## src/rtl/divergent_scheduler.sv

```systemverilog
// divergent_scheduler: per-core block sequencer with per-thread PCs, min-PC scheduling and implicit reconvergence
module divergent_scheduler #(
  parameter int THREADS_PER_BLOCK = 4,
  parameter int PC_WIDTH = 8,
  parameter int TC_WIDTH = $clog2(THREADS_PER_BLOCK + 1)
) (
  input  logic clk,
  input  logic reset,
  input  logic start,
  input  logic [TC_WIDTH-1:0] thread_count,
  input  logic decoded_mem_read_enable,
  input  logic decoded_mem_write_enable,
  input  logic decoded_ret,
  input  logic [2:0] fetcher_state,
  input  logic [THREADS_PER_BLOCK-1:0][1:0] lsu_state,
  input  logic [THREADS_PER_BLOCK-1:0][PC_WIDTH-1:0] next_pc,
  output logic [PC_WIDTH-1:0] current_pc,
  output logic [THREADS_PER_BLOCK-1:0] thread_mask,
  output logic diverged,
  output logic [2:0] core_state,
  output logic done
);
  localparam int N = THREADS_PER_BLOCK;
  typedef enum logic [2:0] {IDLE, FETCH, DECODE, REQUEST, WAIT, EXECUTE, UPDATE, DONE} state_t;
  state_t state, nxt;
  logic [N-1:0][PC_WIDTH-1:0] thread_pc, upd_pc;
  logic [N-1:0] enabled, finished, upd_fin, live, new_mask, en_launch;
  logic [PC_WIDTH-1:0] sel;
  logic busy;
  logic unused_mem;
  assign unused_mem = ^{decoded_mem_read_enable, decoded_mem_write_enable};
  assign core_state = state;
  // Post-update thread view: the next instruction is picked from the values UPDATE is about to write.
  always_comb begin
    busy = 1'b0;
    sel = '1;
    upd_pc = thread_pc;
    upd_fin = finished;
    en_launch = '0;
    new_mask = '0;
    live = '0;
    for (int i = 0; i < N; i++) begin
      en_launch[i] = i < int'(thread_count);
      busy |= thread_mask[i] && (lsu_state[i] == 2'b01 || lsu_state[i] == 2'b10);
      if (state == UPDATE && thread_mask[i]) begin
        upd_pc[i] = decoded_ret ? thread_pc[i] : next_pc[i];
        upd_fin[i] = finished[i] | decoded_ret;
      end
    end
    live = enabled & ~upd_fin;
    for (int i = 0; i < N; i++)
      if (live[i] && upd_pc[i] < sel) sel = upd_pc[i];
    for (int i = 0; i < N; i++)
      new_mask[i] = live[i] && upd_pc[i] == sel;
  end
  always_ff @(posedge clk)
    state <= !reset ? IDLE : nxt;
  always_comb begin
    nxt = state;
    case (state)
      IDLE:    nxt = !start ? IDLE : (thread_count == '0 ? DONE : FETCH);
      FETCH:   nxt = fetcher_state == 3'b010 ? DECODE : FETCH;
      DECODE:  nxt = REQUEST;
      REQUEST: nxt = WAIT;
      WAIT:    nxt = busy ? WAIT : EXECUTE;
      EXECUTE: nxt = UPDATE;
      UPDATE:  nxt = live == '0 ? DONE : FETCH;
      default: nxt = DONE;
    endcase
  end
  always_ff @(posedge clk) begin
    if (!reset) begin
      current_pc <= '0;
      thread_mask <= '0;
      diverged <= 1'b0;
      done <= 1'b0;
      thread_pc <= '0;
      enabled <= '0;
      finished <= '0;
    end else if (state == IDLE && start) begin
      enabled <= en_launch;
      finished <= '0;
      thread_pc <= '0;
      current_pc <= '0;
      thread_mask <= en_launch;
      diverged <= 1'b0;
      done <= thread_count == '0;
    end else if (state == UPDATE) begin
      thread_pc <= upd_pc;
      finished <= upd_fin;
      done <= live == '0;
      thread_mask <= live == '0 ? '0 : new_mask;
      diverged <= live != '0 && new_mask != live;
      current_pc <= live == '0 ? current_pc : sel;
    end
  end
endmodule

```

## config.mk

```make
export PLATFORM = sky130hd
export DESIGN_NAME = divergent_scheduler
export DESIGN_NICKNAME = d
export VERILOG_FILES = /design/src/rtl/divergent_scheduler.sv
export SDC_FILE = /design/constraint.sdc
export NUM_CORES = 1
export LEC_CHECK = 0
export ABC_AREA = 1
export BUFFER_PORTS_ARGS = -buffer_cell sky130_fd_sc_hd__buf_2
export CORE_MARGIN = 2
export CORE_UTILIZATION = 52
export DETAILED_ROUTE_END_ITERATION = 10
export GPL_TIMING_DRIVEN = 0
export HOLD_SLACK_MARGIN = 0.03
export PLACE_DENSITY = 0.8
export SKIP_LAST_GASP = 1
export SYNTH_ARGS = -nofsm -noshare
export SYNTH_HDL_FRONTEND = slang
export SYNTH_SLANG_ARGS = --single-unit
```

## constraint.sdc

```tcl
create_clock -name clk -period 7.2 [get_ports clk]
set_input_delay 0.72 -clock clk [delete_from_list [all_inputs] [get_ports clk]]
set_output_delay 0.72 -clock clk [all_outputs]
set_load 0.01 [all_outputs]
```

==> results.txt <==
Netlist cell types: 42
Detailed placer's ending HPWL: 9605 µm
CP most frequent cell: nand2_1
WS Path Type: input pin to flip-flop
Die extent in x: 92.61 µm
CTS Root Cell: clkbuf_8
GRT Total Usage: 28.61%
Final Max Tran Viols: 0
Initial antenna violation count: 0
Crit start category: input pin
Outcome: finished, final reports clean
Worst setup EP type: flip-flop
Critical Path RT: 7.40 ns
Total number of vias: 4398
P&R area growth vs syn: 20.84%
Worst relative slew slack: 11.18%
Seq/Total Area, Yosys: 27.95%
Clock sinks: 57
Max-cap violations: 0
Worst reg2reg path startpoint: core_state[0]$_SDFF_PN0_
DP Worst Slack: -1.255 ns
Row count: 32
Largest net degree at the start of global routing: 11
Die Ht: 92.61 µm
Final-report hold violation count: 0
Detail Route Antenna Nets: 0
Fin crit share: 94.05%
Vias/cell: 5.223
Layout cells sized above 1: 20.95%
DRC viols: 0
Crit path DAT: 6.98 ns
Hold worst-path end: diverged$_SDFFE_PP0N_
1st-pass router iterations: 5
Peak Freq: 147.7 MHz
CP max FO: 10
Via count of the first global-routing pass: 3945
#FFs+latches synth: 57
Post-synth top area share: 27.95%
CTS Buf Count: 9
# port buffers: 65
RR Endpoint: diverged$_SDFFE_PP0N_
First-pass GRT wire length: 19280 µm
EDFF count, synth: 0
Cells after synthesis: 651
# setup viols final: 0
Crit path depth: 45
Netlist Area Pre-Place: 4083 µm²
Min cycle time layout: 6.772 ns
Hold/Removal Path Class: flip-flop to flip-flop
Starting DRT DRC Count: 268
Ys async rst share: 0%
Final Skew: 0.01381 ns
RePlAce Congestion: 0.9799
Slowest cell delay on critical path: 0.42 ns
Tightest Pin Transition: 1.322 ns
Starting Density: 53.39%
Core Region: 7647 µm²
CTS tree: built
Leak Pwr: 2.611 nW
Yosys warnings: 0
Antenna diodes: 0
Ranking of synthesized cells by area: dfxtp_1 (28%), nand2_1 (17%), inv_1 (8.9%)
Final worst setup slack: 0.4283 ns
Crit path buffers/inverters: 8
CP delay by family, top: simple AND/OR/NAND/NOR gates
Fillers: 755
Gr ovfl total: 0
R2R Setup Slk: 0.45 ns
I/O pins: 69
Slowest cell on crit path: a2111oi_4
Worst vdd ir: 0.1516 mV
Most frequent cells in the layout: nand2_1 (175), inv_1 (95), nor2_1 (67)
CTS H-tree depth: 3
Routed length per placed instance: 14.32 µm
Hold Path Depth: 2
Cell taking the most area after synthesis: dfxtp_1
Ys flop type: dfxtp_1
Fin util: 64.51%
Final wirelength: 12060 µm
Power per cell area: 195.9 nW/µm²
Hold Path Origin: diverged$_SDFFE_PP0N_
Total Power: 0.0009667 W
Syn_area_per_cell: 6.271 µm²
R2R depth: 44
Most common cell after layout, fill and taps aside: nand2_1
Clock latency on the worst-skew pair: 0.34 ns
Clk slew on worst S/H paths: 0.07 ns
Synthesized Nets: 720
Die Area: 8576 µm²
Max Buffers Root-to-Sink: 2
Fin Setup TNS: 0 ns
Nets: 804
[worst max path at each step]
stage | to | slack, ns | from
floorplan | diverged$_SDFFE_PP0N_ | 0.38 | decoded_ret
detailed placement | diverged$_SDFFE_PP0N_ | -1.25 | decoded_ret
global placement | diverged$_SDFFE_PP0N_ | -1.25 | decoded_ret
CTS | diverged$_SDFFE_PP0N_ | 0.1 | core_state[1]$_SDFF_PN0_
global route | diverged$_SDFFE_PP0N_ | -0.02 | decoded_ret
finish | diverged$_SDFFE_PP0N_ | 0.43 | decoded_ret
[metrics by stage]
| step | hold slack [ns] | area [µm²] | instances |
|---|---|---|---|
| after floorplan | 0.4241 | 4083 | 651 |
| after global placement | 0.4326 | 4536 | 818 |
| after detailed placement | 0.4578 | 4536 | 818 |
| after CTS | 0.4787 | 4750 | 836 |
| after global routing | 0.5050 | 4933 | 842 |
| final | 0.4778 | 4933 | 842 |
[synthesized netlist by cell type (4+ instances only)]
library cell / instances
inv_1: 97
a31oi_1: 6
nand2_2: 6
o21ai_0: 33
mux2i_1: 16
nor4_1: 4
nor2_2: 4
a21oi_1: 21
nand3_1: 63
dfxtp_1: 57
and2_1: 7
nor2_1: 73
nand2_4: 5
nand4_1: 4
o22ai_1: 7
clkbuf_1: 8
nand2_1: 182
ha_1: 17
[power by group]
group	leakage (nW)	internal [W]	switching, W
clock	0.0933	0.000159	0.000138
combinational	2.06	0.000114	0.000222
sequential	0.461	0.000324	0.00000859
[final cells by class]
type	instances	area (µm²)	area share (%)
multi-input cells	478	2605	52.80
flip-flops and latches	57	1142	23.16
inverters	101	386.6	7.837
repair buffers	73	385.4	7.811
clock buffers	11	131.4	2.663
well taps	102	127.6	2.587
plain buffers	15	98.84	2.004
clock inverters	5	56.30	1.141
[tightest hold or removal path, stage by stage (launching register included)]
cell and delay [ns]:
dfxtp_1 0.31, nand2_1 0.06, a21oi_1 0.06
[layer usage]
metal,GRT usage [%],up-vias,share of wire [%]
met1,38.73,1972,46
li1,-,2258,-
met3,3.580,25,5.2
met2,46.96,143,47
met5,0,-,0
met4,9.950,0,2.7
[sequential cells by signal, summed over array words and instances (netlist names)]
name	count
enabled	4
thread_mask	4
finished	4
diverged	1
current_pc	8
thread_pc	32
done	1
core_state	3
[timing repair]
| item | in CTS | in global routing |
|---|---|---|
| buffers inserted | 2 | 6 |
| hold buffers | 0 | 0 |
| gates resized for setup | 3 | 51 |
| endpoints found under the setup margin | 9 | 4 |
| pin swaps | 2 | 7 |
[cell families (layout without fill, tap and decap cells)]
logic type               count (synthesis)  count (layout)  share of synthesized area (%)
XOR/XNOR                                 2               2                         0.4291
buffers and inverters                  116             205                          11.40
flip-flops                              57              57                          27.95
multiplexers                            16              16                          3.923
adder cells (fa/ha/maj)                 17              17                          5.210
AO/OA/AOI/OAI                           83              83                          12.04
AND/OR/NAND/NOR                        360             360                          39.04
(Power assumes the default switching activity.)
